### src/rtl/dcache_pkg.sv
// Shared types and constants for the direct-mapped write-through data cache.
package dcache_pkg;

  typedef enum logic [1:0] {
    IDLE  = 2'd0,
    FILL  = 2'd1,
    WRITE = 2'd2
  } state_e;

  localparam logic [1:0] MODE_BYTE = 2'b00;
  localparam logic [1:0] MODE_HALF = 2'b01;
  localparam logic [1:0] MODE_WORD = 2'b10;
  localparam logic [1:0] MODE_NONE = 2'b11;

  localparam int ADDR_W  = 17;
  localparam int OFF_W   = 2;
  localparam int INDEX_W = 6;
  localparam int TAG_W   = ADDR_W - OFF_W - INDEX_W;

endpackage

### src/rtl/data_cache_if.sv
// Backing-memory bus: one outstanding word request, completed by a single-cycle ack.
interface data_cache_if;
  logic        mem_req;
  logic        mem_we;
  logic [16:0] mem_addr;
  logic [31:0] mem_wdata;
  logic [3:0]  mem_be;
  logic        mem_ack;
  logic [31:0] mem_rdata;

  modport master (
    output mem_req, mem_we, mem_addr, mem_wdata, mem_be,
    input  mem_ack, mem_rdata
  );

  modport slave (
    input  mem_req, mem_we, mem_addr, mem_wdata, mem_be,
    output mem_ack, mem_rdata
  );
endinterface

### src/rtl/data_cache_load_align.sv
// Picks the addressed byte/half out of a cached word and sign- or zero-extends it.
module load_align
  import dcache_pkg::*;
(
  input  logic [31:0] word,
  input  logic [1:0]  off,
  input  logic [1:0]  mode,
  input  logic        zext,
  output logic [31:0] data
);
  logic [7:0]  b;
  logic [15:0] h;

  always_comb begin
    b    = word[{off, 3'b000} +: 8];
    // Halves are taken from the word's upper or lower half; A[0] is ignored.
    h    = off[1] ? word[31:16] : word[15:0];
    data = '0;
    case (mode)
      MODE_BYTE: data = {{24{b[7] & ~zext}}, b};
      MODE_HALF: data = {{16{h[15] & ~zext}}, h};
      MODE_WORD: data = word;
      default:   data = '0;
    endcase
  end
endmodule

### src/rtl/data_cache.sv
// Direct-mapped, one-word-per-line, write-through / no-write-allocate data cache.
module data_cache
  import dcache_pkg::*;
#(
  parameter int DATA_WIDTH = 32,
  parameter int NUM_LINES  = 1 << INDEX_W
) (
  input  logic                  clk,
  input  logic                  rst_n,
  input  logic [31:0]           A,
  input  logic                  RE,
  input  logic                  WE,
  input  logic [2:0]            AddressingControl,
  input  logic [DATA_WIDTH-1:0] WD,
  output logic [DATA_WIDTH-1:0] RD,
  output logic                  stall,
  output logic [31:0]           hit_count,
  output logic [31:0]           miss_count,
  data_cache_if.master          mem
);
  localparam int IDX_B = $clog2(NUM_LINES);
  localparam int TAG_B = ADDR_W - OFF_W - IDX_B;

  state_e state, nxt;

  logic [NUM_LINES-1:0] valid;
  logic [TAG_B-1:0]     tag_mem  [NUM_LINES];
  logic [31:0]          data_mem [NUM_LINES];

  logic [IDX_B-1:0] idx;
  logic [TAG_B-1:0] tag;
  logic [1:0]       off, mode;
  logic             hit, done_q, fill_done, wr_done, cnt_hit, cnt_miss;
  logic [31:0]      ld_data, st_wdata;
  logic [3:0]       st_be;
  logic             unused_a;

  assign idx      = A[OFF_W +: IDX_B];
  assign tag      = A[ADDR_W-1 -: TAG_B];
  assign off      = A[1:0];
  assign mode     = AddressingControl[1:0];
  assign hit      = valid[idx] && (tag_mem[idx] == tag);
  assign unused_a = ^A[31:ADDR_W];

  load_align u_align (
    .word (data_mem[idx]),
    .off  (off),
    .mode (mode),
    .zext (AddressingControl[2]),
    .data (ld_data)
  );

  // Store data is replicated across lanes; byte enables select the target lanes.
  always_comb begin
    st_be    = 4'b1111;
    st_wdata = WD;
    case (mode)
      MODE_BYTE: begin
        st_be    = 4'b0001 << off;
        st_wdata = {4{WD[7:0]}};
      end
      MODE_HALF: begin
        st_be    = off[1] ? 4'b1100 : 4'b0011;
        st_wdata = {2{WD[15:0]}};
      end
      default: ;
    endcase
  end

  always_ff @(posedge clk or negedge rst_n) begin
    if (!rst_n) state <= IDLE;
    else        state <= nxt;
  end

  // done_q marks the cycle after a memory transaction: the held request then
  // completes without a new transaction and without counting as a fresh hit.
  always_comb begin
    nxt           = state;
    stall         = 1'b0;
    RD            = '0;
    cnt_hit       = 1'b0;
    cnt_miss      = 1'b0;
    fill_done     = 1'b0;
    wr_done       = 1'b0;
    mem.mem_req   = 1'b0;
    mem.mem_we    = 1'b0;
    mem.mem_addr  = {A[ADDR_W-1:2], 2'b00};
    mem.mem_be    = 4'b1111;
    mem.mem_wdata = st_wdata;
    case (state)
      IDLE: begin
        if (WE) begin
          if (mode != MODE_NONE && !done_q) begin
            stall = 1'b1;
            nxt   = WRITE;
          end
        end else if (RE && mode != MODE_NONE) begin
          if (hit) begin
            RD      = ld_data;
            cnt_hit = !done_q;
          end else begin
            stall    = 1'b1;
            cnt_miss = 1'b1;
            nxt      = FILL;
          end
        end
      end
      FILL: begin
        stall       = 1'b1;
        mem.mem_req = 1'b1;
        if (mem.mem_ack) begin
          fill_done = 1'b1;
          nxt       = IDLE;
        end
      end
      WRITE: begin
        stall       = 1'b1;
        mem.mem_req = 1'b1;
        mem.mem_we  = 1'b1;
        mem.mem_be  = st_be;
        if (mem.mem_ack) begin
          wr_done = 1'b1;
          nxt     = IDLE;
        end
      end
      default: nxt = IDLE;
    endcase
  end

  always_ff @(posedge clk or negedge rst_n) begin
    if (!rst_n) begin
      valid      <= '0;
      done_q     <= 1'b0;
      hit_count  <= '0;
      miss_count <= '0;
    end else begin
      done_q <= fill_done | wr_done;
      if (fill_done) valid[idx] <= 1'b1;
      if (cnt_hit && hit_count != '1)   hit_count  <= hit_count + 32'd1;
      if (cnt_miss && miss_count != '1) miss_count <= miss_count + 32'd1;
    end
  end

  always_ff @(posedge clk) begin
    if (fill_done) begin
      tag_mem[idx]  <= tag;
      data_mem[idx] <= mem.mem_rdata;
    end else if (wr_done && hit) begin
      for (int i = 0; i < 4; i++)
        if (st_be[i]) data_mem[idx][8*i +: 8] <= st_wdata[8*i +: 8];
    end
  end

endmodule
### src/flat_wrapper.sv
// flat-port wrapper written by rule: the top's interface ports become plain ports
module data_cache_flat import dcache_pkg::*;
#(
  parameter int DATA_WIDTH = 32,
  parameter int NUM_LINES  = 1 << INDEX_W
)
  (clk, rst_n, A, RE, WE, AddressingControl, WD, RD, stall, hit_count, miss_count, mem_mem_req, mem_mem_we, mem_mem_addr, mem_mem_wdata, mem_mem_be, mem_mem_ack, mem_mem_rdata);
  data_cache_if mem_i ();
  input  logic clk;
  input  logic rst_n;
  input  logic [31:0] A;
  input  logic RE;
  input  logic WE;
  input  logic [2:0] AddressingControl;
  input  logic [DATA_WIDTH-1:0] WD;
  output logic [DATA_WIDTH-1:0] RD;
  output logic stall;
  output logic [31:0] hit_count;
  output logic [31:0] miss_count;
  output wire logic [$bits(mem_i.mem_req)-1:0] mem_mem_req;
  output wire logic [$bits(mem_i.mem_we)-1:0] mem_mem_we;
  output wire logic [$bits(mem_i.mem_addr)-1:0] mem_mem_addr;
  output wire logic [$bits(mem_i.mem_wdata)-1:0] mem_mem_wdata;
  output wire logic [$bits(mem_i.mem_be)-1:0] mem_mem_be;
  input wire logic [$bits(mem_i.mem_ack)-1:0] mem_mem_ack;
  input wire logic [$bits(mem_i.mem_rdata)-1:0] mem_mem_rdata;
  assign mem_mem_req = mem_i.mem_req;
  assign mem_mem_we = mem_i.mem_we;
  assign mem_mem_addr = mem_i.mem_addr;
  assign mem_mem_wdata = mem_i.mem_wdata;
  assign mem_mem_be = mem_i.mem_be;
  assign mem_i.mem_ack = mem_mem_ack;
  assign mem_i.mem_rdata = mem_mem_rdata;
  data_cache #(.DATA_WIDTH(DATA_WIDTH), .NUM_LINES(NUM_LINES)) u_core (.clk(clk), .rst_n(rst_n), .A(A), .RE(RE), .WE(WE), .AddressingControl(AddressingControl), .WD(WD), .RD(RD), .stall(stall), .hit_count(hit_count), .miss_count(miss_count), .mem(mem_i));
endmodule
### config.mk
export PLATFORM = sky130hd
export DESIGN_NAME = data_cache_flat
export DESIGN_NICKNAME = d
export VERILOG_FILES = /design/src/rtl/dcache_pkg.sv /design/src/rtl/data_cache_if.sv /design/src/rtl/data_cache_load_align.sv /design/src/rtl/data_cache.sv /design/src/flat_wrapper.sv
export SDC_FILE = /design/constraint.sdc
export NUM_CORES = 2
export LEC_CHECK = 0
export BUFFER_PORTS_ARGS = -buffer_cell sky130_fd_sc_hd__buf_2
export CAP_MARGIN = 10
export CORE_MARGIN = 2
export CORE_UTILIZATION = 36
export CTS_CLUSTER_SIZE = 12
export DETAILED_ROUTE_END_ITERATION = 8
export PLACE_DENSITY = 0.56
export SYNTH_ARGS = -nofsm -noshare
export SYNTH_HDL_FRONTEND = slang
export SYNTH_HIERARCHICAL = 1
export SYNTH_SLANG_ARGS = --single-unit
### constraint.sdc
create_clock -name clk -period 13.2 [get_ports clk]
set_input_delay 1.98 -clock clk [delete_from_list [all_inputs] [get_ports clk]]
set_output_delay 1.98 -clock clk [all_outputs]
set_load 0.02 [all_outputs]
* After elaboration in Yosys (flattened, before gate mapping)
Memory sizes are Yosys's and may differ from the RTL's.
Index checks and enable logic that the tools add are counted.
** Cells by class
- $add $sub $neg :: 2
- $lt $le $gt $ge :: 2
- Eq/ne operators :: 12
- Shifts and indexed selects :: 2
- Mux-type cells :: 58
- Bitwise operators :: 9
- Reductions and logical operators :: 12
** Operators with widths (count)
- $mux W32 :: 4
- $pmux W32 S3 :: 1
- $add A32 B1 Y32 const B :: 2
- $ne A32 B32 Y1 const B :: 2
- $or A64 B64 Y64 :: 1
- $pmux W32 S2 :: 1
- $mux W1 :: 35
- $mux W8 :: 4
- $shiftx A32 B6 Y8 :: 1
- $mux W16 :: 1
- $mux W2 :: 5
- $eq A9 B9 Y1 :: 1
- $mux W4 :: 2
- $pmux W4 S2 :: 1
- $logic_and A1 B1 Y1 :: 7
- $lt A6 B7 Y1 const B :: 1
- $bmux W1 S6 :: 1
- $demux W1 S6 :: 1
- $ge A6 B1 Y1 const B :: 1
- $ne A3 B2 Y1 const B :: 2
- $or A1 B1 Y1 :: 5
- $eq A2 B1 Y1 const B :: 2
- $eq A2 B2 Y1 const B :: 2
- $logic_not A2 Y1 :: 2
- 11 further kinds :: 12
** Storage, ports and cells
- Bits in registers :: 131
- RAM bits :: 2624
- Bits of input ports :: 104
- Output and inout port bits :: 152
- Logic and storage cells :: 104
- Memories kept :: 2
** Memory list
- u_core.data_mem :: depth 64, width 32, read ports 1, clocked after memory_dff 0, wr ports 1, line data_cache.sv:28 : logic [31:0] data_mem [NUM_LINES];
- u_core.tag_mem :: depth 64, width 9, read ports 1, clocked after memory_dff 0, wr ports 1, line data_cache.sv:27 : logic [TAG_B-1:0] tag_mem [NUM_LINES];

* Longest topological paths before layout
- Depth in word-level cells :: 8
- Depth in mapped cells :: 20

* Hierarchy
Netlist, hierarchy kept.
** Modules (own cells, without submodules)
- data_cache :: times used 1, cells an instance 6200, area each 106046.7 um^2, sequential area each 82073.7 um^2
- load_align :: times used 1, cells an instance 118, area each 827.0 um^2, sequential area each 0.0 um^2

* Least setup slack after synthesis
OpenSTA, ideal clock, no wires.
- Kind :: input-to-output
- Start point :: input port A[4]
- End point :: output port RD[21]
- Arrival :: 5702 ps
- Required time :: 11220 ps
- Slack :: 5518 ps
- Stages on the path :: 20
- Cell sequence :: buf_2 > buf_2 > buf_2 > buf_4 > buf_2 > buf_2 > buf_1 > buf_2 > buf_2 > mux2i_1 > o211ai_1 > a21oi_1 > nor2_1 > nor3_1 > nand3_1 > mux2_4 > mux2i_4 > buf_6 > o21ai_2 > and2_1
** Between the ends
- Longest elaborated chain between the ends :: 8
** RTL lines
- from (decl) :: line flat_wrapper.sv:11 : input logic [31:0] A;
- $mem_v2 Z64 W32 *
- $shiftx A32 B6 Y8 / $mux W16 (equally long branches) :: line data_cache_load_align.sv:15, data_cache_load_align.sv:17
- $and A1 B1 Y1 (on tied branches) :: line data_cache_load_align.sv:20, data_cache_load_align.sv:21
- $pmux W32 S3 * :: line data_cache_load_align.sv:19 : case (mode)
- net u_core.ld_data[21] :: line data_cache.sv:34 : logic [31:0] ld_data, st_wdata;
- $mux W32 * :: line data_cache.sv:98 : if (hit) begin
- $mux W32 * :: line data_cache.sv:97 : end else if (RE && mode != MODE_NONE) begin
- $mux W32 * :: line data_cache.sv:92 : if (WE) begin
- $mux W32 * :: line data_cache.sv:90 : case (state)
- to (decl) :: line flat_wrapper.sv:16 : output logic [DATA_WIDTH-1:0] RD;
The timed path passes the listed nets; every way through them passes the cells marked *. The select of a mux whose other input is x is not followed.

* Final worst setup path
- Start point :: input port A[3]
- End point :: output port RD[11]
** Between the ends
- Longest elaborated chain between the ends :: 8
** RTL lines
- $mem_v2 Z64 W32 *
- $shiftx A32 B6 Y8 :: line data_cache_load_align.sv:15 : b = word[{off, 3'b000} +: 8];
- $and A1 B1 Y1 :: line data_cache_load_align.sv:20 : MODE_BYTE: data = {{24{b[7] & ~zext}}, b};
- $pmux W32 S3 * :: line data_cache_load_align.sv:19
- net u_core.ld_data[11] :: line data_cache.sv:34
- $mux W32 * :: line data_cache.sv:98
- $mux W32 * :: line data_cache.sv:97
- $mux W32 * :: line data_cache.sv:92
- $mux W32 * :: line data_cache.sv:90
Marks and branches as above.

==> impl_metrics.ini <==
[synthesis]
ys_types = 87
synth_seq_area_share_pct = 76.80
yosys_warnings = 6
syn_inst = 6318
yosys-top-cells-count = 2624 x edfxtp_1, 505 x a22oi_1, 456 x nor2_1, 242 x clkbuf_1, 238 x mux2i_1
syn_area_per_cell_um2 = 16.92
synthFlopType = edfxtp_1
yosysTopAreaCellShare_pct = 73.73
synth_edf_count = 2624
postSynth.asyncResetShare_pct = 4.755
yosys-top-cells-area = edfxtp_1 74%, a22oi_1 3.5%, dfrtp_1 3.1%
yosys.area.top_type = edfxtp_1
yosysMostFrequentCell = edfxtp_1
synth_area_um2 = 106900
yosys_register_bits = 2755

[global_route]
grt_first_pass_wirelength_mm = 498.4
grt_overflow = 0
grt_start_max_net_pins = 82
grt_use_total_pct = 23.52
grt_pass1_vias = 61240
antenna_found_initial = 36

[detailed_routing]
routedWlPerCell_um = 33.96
first_pass_iters = 8
vias = 64970
drt-initial-drc-count = 9437
wl_mm = 364.8
antenna_left = 0
via_per_inst = 6.048
drc_errors = 0

[critical_path]
cp-startpoint = A[3]
critPathRequiredTime_ns = 11.22
crit-reg2reg-capture = u_core/data_mem[12][21]
r2r_cells = 11
crit_path_frequent_cell = buf_4
worstSetupPathType = in -> out
worstSetupEndpointType = output port
path_cells = buf_8 -> buf_4 -> nor3b_2 -> buf_4 -> a22o_1 -> a221oi_1 -> a31oi_1 -> nor4_1 -> nand3_1 -> mux2_4 -> a22oi_4 -> o221ai_1 -> and2_1 -> buf_2
critPathLaunchType = input pin
critPathMaxStageDelay_ns = 1.12
reg2reg_from = u_core/tag_mem[32][4]
crit_path_end = RD[11]
cp_slowest_cell = nor4_1
crit_path_max_fanout = 62
crit_arrival_ns = 7.91
rrSetupSlack_ns = 7.51

[placement]
dp_hpwl_mm = 225.2
port_buffers = 238
placedCellCount = 10230
place_ws_ns = 3.460
dpl_cell_area_um2 = 112800
place.gp.congestion = 0.9164

[timing]
skew_ns = 0.07891
post-route-min-period_ns = 9.887
period_share_pct = 74.90
drv_slew = 0
hold_viol_final = 0
max_freq_mhz = 101.1
rsz0062_at_grt = no
relSlewSlack_pct = 11.48
tightestPinTransition_ns = 1.323
fin_ws_ns = 3.313
fin_setup_tns_ns = 0
finalSetupViolCount = 0

[clock_network]
ctsHoldBuffers = 0
cts_inserted_buffers = 293
cts_setup_buffers = 0
cts_sinks = 2755
cts-resized-gates = 0
cts_root_buf = clkbuf_16
worstSkewPairLatency_ns = 0.90
cts_tree = built
ctsHtreeMaxLevel = 5
clk_pin_slew_ns = 0.06
cts_buffer_depth = 4

[floorplan]
io_pins = 256
dieArea_um2 = 301200
die_y_um = 548.9
rows = 200
initial_core_util_pct = 36.10
die_w_um = 548.9
core_area_um2 = 296000

[power_and_ir_drop]
power_mw = 18.66
ir_drop_uv = 119.9
leakage_nw = 39.15
powerDensity_nw_per_um2 = 153.4

[final_layout]
final_nets = 6711
area_growth_syn_to_layout_pct = 13.81
design_area_um2 = 121600
final_cells = 10740
drive_gt1_share_pct = 16.61

[worst_hold_path]
hold_path.class = reg -> reg

[job]
drv_cap = 0

[status]
outcome = finished clean
## routing by layer
layer	GRT usage, %	up-vias	part of all wire [%]
li1	-	26170	-
met1	31.94	33910	39
met2	35.78	4130	45
met3	6.084	739	11
met4	10.05	24	4.8
met5	0	-	0.084
## registers in the layout (all words and copies together), names as in the netlist
name,count
u_core/valid,64
u_core/miss_count,32
u_core/hit_count,32
u_core/data_mem,2048
u_core/state,2
u_core/tag_mem,576
u_core/done_q,1
## placed cells by master, fill, tap and decap left out, types with 14 or more instances in the layout
cell type / count
edfxtp_1: 2624
a22oi_1: 505
nor2_1: 449
clkbuf_16: 299
mux2i_1: 238
buf_2: 232
a221oi_1: 221
nand2_1: 219
buf_4: 167
a21oi_1: 164
a31oi_1: 134
dfrtp_1: 131
a22o_1: 128
mux2_2: 111
mux4_2: 104
clkbuf_1: 95
o21ai_0: 91
nand3_1: 77
or2_2: 70
nand4_1: 68
nor3_1: 48
xor2_1: 44
o22ai_1: 43
nor4_1: 40
and2_1: 38
clkinv_1: 37
xnor2_1: 27
buf_12: 25
diode_2: 22
o221ai_1: 21
a222oi_1: 19
and3_1: 19
nand2b_1: 17
o211ai_1: 17
clkinv_2: 15
o22a_1: 14
## how the worst min path moves through the flow
stage,from,end,slack (ns),cells after the start
5_1_grt,u_core/valid[36],u_core/valid[36],0.47,1
3_5_place_dp,u_core/valid[40],u_core/valid[40],0.45,1
3_3_place_gp,u_core/valid[30],u_core/valid[30],0.45,1
2_1_floorplan,u_core/valid[12],u_core/valid[12],0.43,1
4_1_cts,u_core/valid[40],u_core/valid[40],0.46,1
6_report,u_core/valid[43],u_core/valid[43],0.46,1
## report_power, final
group | internal (mW) | switching (mW) | total (mW) | leakage (nW)
clock network | 4.29 | 3.30 | 7.59 | 4.14
registers | 9.67 | 0.0460 | 9.71 | 25.4
logic | 0.363 | 0.997 | 1.36 | 9.64
total | 14.3 | 4.34 | 18.7 | 39.2
## per-stage QoR
stage | util, % | hold WS [ns]
2_1_floorplan | - | 0.4337
3_3_place_gp | 38.09 | 0.4457
3_5_place_dp | 38.10 | 0.4476
4_1_cts | 40.98 | 0.4619
5_1_grt | 41.07 | 0.4709
6_report | 41.09 | 0.4620
## logic make-up (layout without fill, tap and decap cells)
family,Yosys count,after routing,synth area share [%]
xor+xnor,71,71,0.5819
other cells,1,24,0.003509
buf+inv,454,916,1.894
simple gates,1147,1147,5.157
fa+ha+maj,6,6,0.07024
flops,2755,2755,76.80
compound gates,1427,1427,9.834
mux,457,457,5.664
## worst max-delay path, delay by kind of cell
family                 cells  cell delay [ns]
AND/OR/NAND/NOR            4             2.14
buffers and inverters      4             1.40
AO/OA/AOI/OAI              5             1.76
multiplexers               1             0.47
## final cells by class
class | count | area, µm²
Antenna cell | 22 | 55.05
Clock buffer | 404 | 7976
Clock inverter | 71 | 560.5
Fill cell | 26330 | 174400
Inverter | 9 | 37.54
Multi-Input combinational cell | 3110 | 22950
Sequential cell | 2755 | 82070
Tap cell | 3939 | 4928
Timing Repair Buffer | 432 | 3052
No activity file was read; power rests on OpenSTA's default activity.
